--- src/rtl/qbert_cube_tracker.sv ---
// Q*bert cube tracker: landing decode, top-colour state, scoring,
// fall-off / level-complete detection and next-jump target.
// Ports:
//   CLK_33, reset (async active-low)
//   e_start_qb, e_pause_qb, done_move, position_qb[N_CUBE], jump_dir[2]
//   color_state[N_CUBE], cube_idx[5], next_qb[N_CUBE], bad_jump,
//   ko, level_done, pos_err, score[16]
`timescale 1ns/1ps
module qbert_cube_tracker #(
  parameter int N_CUBE      = 28,
  parameter int TOGGLE_MODE = 0,
  parameter int SETTLE_CYC  = 2,
  parameter int PTS_CUBE    = 25
) (
  input  logic              CLK_33,
  input  logic              reset,
  input  logic              e_start_qb,
  input  logic              e_pause_qb,
  input  logic              done_move,
  input  logic [N_CUBE-1:0] position_qb,
  input  logic [1:0]        jump_dir,
  output logic [N_CUBE-1:0] color_state,
  output logic [4:0]        cube_idx,
  output logic [N_CUBE-1:0] next_qb,
  output logic              bad_jump,
  output logic              ko,
  output logic              level_done,
  output logic              pos_err,
  output logic [15:0]       score
);

  localparam logic [2:0] S_IDLE   = 3'd0;
  localparam logic [2:0] S_PLAY   = 3'd1;
  localparam logic [2:0] S_SETTLE = 3'd2;
  localparam logic [2:0] S_UPDATE = 3'd3;
  localparam logic [2:0] S_CHECK  = 3'd4;
  localparam logic [2:0] S_KO     = 3'd5;
  localparam logic [2:0] S_DONE   = 3'd6;

  localparam logic [7:0] SET_INIT = 8'(SETTLE_CYC - 1);
  localparam logic [N_CUBE-1:0] ONE = N_CUBE'(1);

  logic [2:0] state;
  logic [7:0] cnt;
  logic       prev_done;
  logic       pending;
  logic       rise;

  logic       pos_one;
  logic [4:0] pos_idx;

  logic [16:0] score_sum;
  logic [15:0] score_nx;

  logic [2:0] nr;
  logic [4:0] nbase;
  logic [4:0] np;
  logic [4:0] tgt;
  logic       nok;

  function automatic logic [2:0] rank_of(input logic [4:0] i);
    if (i >= 5'd21) return 3'd6;
    if (i >= 5'd15) return 3'd5;
    if (i >= 5'd10) return 3'd4;
    if (i >= 5'd6)  return 3'd3;
    if (i >= 5'd3)  return 3'd2;
    if (i >= 5'd1)  return 3'd1;
    return 3'd0;
  endfunction

  function automatic logic [4:0] base_of(input logic [2:0] r);
    logic [4:0] b;
    unique case (r)
      3'd0:    b = 5'd0;
      3'd1:    b = 5'd1;
      3'd2:    b = 5'd3;
      3'd3:    b = 5'd6;
      3'd4:    b = 5'd10;
      3'd5:    b = 5'd15;
      default: b = 5'd21;
    endcase
    return b;
  endfunction

  assign rise = done_move & ~prev_done;

  assign pos_one = (position_qb != '0) &&
    ((position_qb & (position_qb - ONE)) == '0);

  always_comb begin
    pos_idx = '0;
    for (int i = 0; i < N_CUBE; i++)
      if (position_qb[i]) pos_idx = 5'(i);
  end

  assign score_sum = {1'b0, score} + 17'(PTS_CUBE);
  assign score_nx  = score_sum[16] ? 16'hFFFF : score_sum[15:0];

  // Neighbour index on the triangular layout: moving up a rank
  // subtracts r (or r+1), moving down adds r+1 (or r+2).
  always_comb begin
    nr    = rank_of(cube_idx);
    nbase = base_of(nr);
    np    = cube_idx - nbase;
    tgt   = '0;
    nok   = 1'b0;
    unique case (jump_dir)
      2'd0: begin
        nok = (nr != 3'd0) && (np != 5'(nr));
        tgt = cube_idx - 5'(nr);
      end
      2'd1: begin
        nok = (nr != 3'd0) && (np != 5'd0);
        tgt = cube_idx - 5'(nr) - 5'd1;
      end
      2'd2: begin
        nok = (nr != 3'd6);
        tgt = cube_idx + 5'(nr) + 5'd2;
      end
      2'd3: begin
        nok = (nr != 3'd6);
        tgt = cube_idx + 5'(nr) + 5'd1;
      end
    endcase
  end

  always_ff @(posedge CLK_33 or negedge reset) begin
    if (!reset) begin
      state       <= S_IDLE;
      cnt         <= '0;
      prev_done   <= 1'b0;
      pending     <= 1'b0;
      color_state <= '0;
      cube_idx    <= '0;
      next_qb     <= '0;
      bad_jump    <= 1'b1;
      ko          <= 1'b0;
      level_done  <= 1'b0;
      pos_err     <= 1'b0;
      score       <= '0;
    end else begin
      prev_done <= done_move;
      if (e_pause_qb) begin
        // Remember a landing that arrives while frozen.
        if (rise && state == S_PLAY) pending <= 1'b1;
      end else begin
        level_done <= 1'b0;
        next_qb    <= nok ? (ONE << tgt) : '0;
        bad_jump   <= ~nok;
        if (e_start_qb) begin
          // A restart after a fall keeps the painted tops.
          if (state != S_KO) color_state <= '0;
          cube_idx <= '0;
          ko       <= 1'b0;
          pos_err  <= 1'b0;
          pending  <= 1'b0;
          cnt      <= '0;
          state    <= S_PLAY;
        end else begin
          unique case (state)
            S_PLAY: begin
              if (rise || pending) begin
                state   <= S_SETTLE;
                cnt     <= SET_INIT;
                pending <= 1'b0;
              end
            end
            S_SETTLE: begin
              if (cnt == '0) state <= S_UPDATE;
              else           cnt   <= cnt - 8'd1;
            end
            S_UPDATE: begin
              if (pos_one) begin
                cube_idx <= pos_idx;
                if (TOGGLE_MODE != 0)
                  color_state[pos_idx] <= ~color_state[pos_idx];
                else
                  color_state[pos_idx] <= 1'b1;
                if (!color_state[pos_idx]) score <= score_nx;
                state <= S_CHECK;
              end else if (position_qb == '0) begin
                ko    <= 1'b1;
                state <= S_KO;
              end else begin
                pos_err <= 1'b1;
                state   <= S_PLAY;
              end
            end
            S_CHECK: begin
              if (&color_state) begin
                level_done <= 1'b1;
                state      <= S_DONE;
              end else begin
                state <= S_PLAY;
              end
            end
            S_IDLE, S_KO, S_DONE: ;
            default: state <= S_IDLE;
          endcase
        end
      end
    end
  end

endmodule

--- config.mk ---
export PLATFORM = sky130hd
export DESIGN_NAME = qbert_cube_tracker
export DESIGN_NICKNAME = d
export VERILOG_FILES = /design/src/rtl/qbert_cube_tracker.sv
export SDC_FILE = /design/constraint.sdc
export NUM_CORES = 1
export LEC_CHECK = 0
export ABC_AREA = 1
export CAP_MARGIN = 20
export CORE_ASPECT_RATIO = 1.4
export CORE_MARGIN = 5
export CORE_UTILIZATION = 70
export CTS_CLUSTER_DIAMETER = 150
export CTS_CLUSTER_SIZE = 12
export DETAILED_ROUTE_END_ITERATION = 10
export DONT_BUFFER_PORTS = 1
export PLACE_DENSITY = 0.95
export SLEW_MARGIN = 20
export SYNTH_ARGS = -nofsm -noshare
export SYNTH_HDL_FRONTEND = slang
export SYNTH_SLANG_ARGS = --single-unit
--- constraint.sdc ---
create_clock -name CLK_33 -period 6.7 [get_ports CLK_33]
set_clock_uncertainty 0.2 [all_clocks]
set_input_delay 1.005 -clock CLK_33 [delete_from_list [all_inputs] [get_ports CLK_33]]
set_output_delay 1.005 -clock CLK_33 [all_outputs]
set_load 0.02 [all_outputs]
==> metrics.txt <==
crit share post-route 0.7304; gpl congestion 0.9670; sequential share of power 0.455; design area 6889 sq um; syn nets 986; Post-DP Area 6588 sq um; Initial DRT Pass Iterations 7; H-tree depth 3; dpl hpwl 12,240 microns; Yosys top cell area share 0.3571; Final TNS setup 0 ps; most numerous cell in the Yosys netlist nand2_1; worst-path maximum fanout 9; Clock transition at path regs 60 ps; Sw Share 0.3021; Mapped Avg Cell Area 7.001 sq um; Initial Util 0.7178; pwr dens 206.0 nW/um^2; Period minus WS final 4894 ps; synth top area cells dfrtp_1 36%, nand2_1 12%, inv_1 9.3%, nor2_1 5.5%, nand3_1 4.5%; leading area contributor after synthesis dfrtp_1; DRC 0; via count 6,258; Net count, final 983; CP Class flip-flop to flip-flop; internal power 0.0009905 W; ANT nets after route 0; reg2reg end next_qb[13]$_DFFE_PN0N_; clock sinks 94; Resize count post-CTS 0; Die Y 124.2 microns; Max Cap Viol 0; Mapped Cells 931; Worst Path Arrival 4950 ps; post-CTS setup buffer count 0; layout cells sized above 1 0.07395; Post-Synthesis Cell Area 6518 sq um; root buffer selected by CTS clkbuf_16; initial antenna violation count 0; Worst setup EP type flip-flop; Die X 91.55 microns; Routed WL 16,590 microns; Combinational Power Share 0.180; Setup Viol. Count Final 0; slack of the worst reg-to-reg path 1810 ps; status complete, no violations; Post-CTS Hold Buffers 0; endpoints failing hold 0; flops & latches, synth 94; area of the core 9080 sq um; largest net degree at the start of global routing 95; final slew viol count 0; Worst-Skew Late Latency 350 ps; sequential share of the synthesized area 0.3611; RSZ-0062 raised after global routing no; LEAKAGE 3.279 nW; Area Overhead vs Synth 5.702%; vias per cell 6.017; Post-synth top cells 213 x nand2_1, 162 x inv_1, 95 x nor2_1; Clk pwr share 0.365; post-DR wirelength/cell 15.95 microns; cells on worst reg2reg path 23; cell row count 41; number of global-route vias before repair 6,059; critical path launch point type flip-flop; Initial DRC Count 441; IO Port Bufs 0; I/O pins 116; hold_ws 152.2 ps; Sw Pwr 0.0004288 W; Synth Flop Type dfrtp_1; Max VDD drop 0.1645 mV; ys async rst share 1.000; first-pass GRT wire length 27,610 microns; total grt overflow 0; Max clock buf depth 2; Worst Hold Class input port to async pin; die area 11,370 sq um; fmax 0.2044 GHz; antenna cells 0; Slew @ Worst Pin 714.0 ps; Post-synth EDFFs 0; Critical Path RT 6750 ps; Synthesis Warnings 0; post-synth cell types 52; All-Layer GR Usage 0.3022; CTS tree built; clock buffer count from CTS 9; reg2reg start cube_idx[4]$_DFFE_PN0P_; max_slew headroom 0.5117
[cell families (layout without fill, tap and decap cells)]
family,after synthesis,count (layout),synth area share
AND/OR/NAND/NOR,465,465,0.3354
flip-flops,94,94,0.3611
buffers and inverters,192,194,0.1129
XOR/XNOR,11,11,0.01478
AO/OA/AOI/OAI,149,149,0.1340
adder cells (fa/ha/maj),20,20,0.04185
[metrics by stage]
step                      setup WS (ps)  instances   power, W    util
after detailed placement           1953       1024  0.0009061  0.7255
after CTS                          1939       1040   0.001417  0.7587
after global routing               1285       1040   0.001494  0.7587
after floorplan                    2557        931  0.0008553       -
final                              1806       1040   0.001419  0.7587
after global placement             1988       1024  0.0008961  0.7255
[worst max-delay path by stage]
stage	start	to	slack (ps)	cells past startpoint
final	cube_idx[4]$_DFFE_PN0P_	next_qb[13]$_DFFE_PN0N_	1810	23
after CTS	cube_idx[1]$_DFFE_PN0P_	next_qb[13]$_DFFE_PN0N_	1940	22
after global routing	cube_idx[1]$_DFFE_PN0P_	next_qb[10]$_DFFE_PN0N_	1290	22
after detailed placement	position_qb[3]	score[5]$_DFFE_PN0P_	1950	22
after global placement	position_qb[3]	score[5]$_DFFE_PN0P_	1990	22
after floorplan	cube_idx[1]$_DFFE_PN0P_	next_qb[16]$_DFFE_PN0N_	2560	23
[critical path, stage by stage, from the launching register on]
cell      delay [ps]
dfrtp_1          550
inv_1            230
o21ai_0          220
inv_1            200
nand2_1           70
o311ai_0         140
nand2_1           90
inv_1            170
ha_1             200
inv_1             60
fa_1             380
or2_2            330
nand2_1          110
inv_1             80
ha_1             170
inv_1             60
nor2_1            50
o21ai_0          140
nand3_1          100
o211ai_1         180
clkinv_1         330
nor2_1           290
nand2_1          190
o21ai_0          250
[registers in the layout (all words and copies together), names as in the netlist, 3 cells and up]
register and flops:
color_state 28, next_qb 28, score 16, cnt 8, cube_idx 5, state 3
[area by class of cell]
cell class	count	area, sq um
tap	107	133.9
multi-input combinational	645	3428
timing repair buffer	1	7.507
sequential	94	2354
clock inverter	4	55.05
fill	665	2191
inverter	177	664.4
clock buffer	12	246.5
[cells in the final DEF (no fill, tap or decap), drive strengths merged, types with 17 or more instances in the layout]
master / count
o21ai: 56
nor2: 106
nor3: 19
nand2: 221
a21oi: 49
nand3: 66
inv: 175
dfrtp: 93
nand4: 36
ha: 17
[power groups by stage]
stage          combinational (W)  sequential (W)  clock [W]
6_report                0.000256        0.000646   0.000518
5_1_grt                 0.000293        0.000650   0.000550
3_5_place_dp            0.000250        0.000656          0
3_3_place_gp            0.000242        0.000654          0
4_1_cts                 0.000253        0.000646   0.000518
2_1_floorplan           0.000208        0.000648          0
[per-layer routing]
layer,wire length [microns],GRT usage,vias up
met5,0,0,-
met4,517,0.1481,0
met3,1560,0.08399,49
met2,8344,0.5213,311
met1,6167,0.3459,2877
li1,-,-,3021
(Power assumes the default switching activity.)
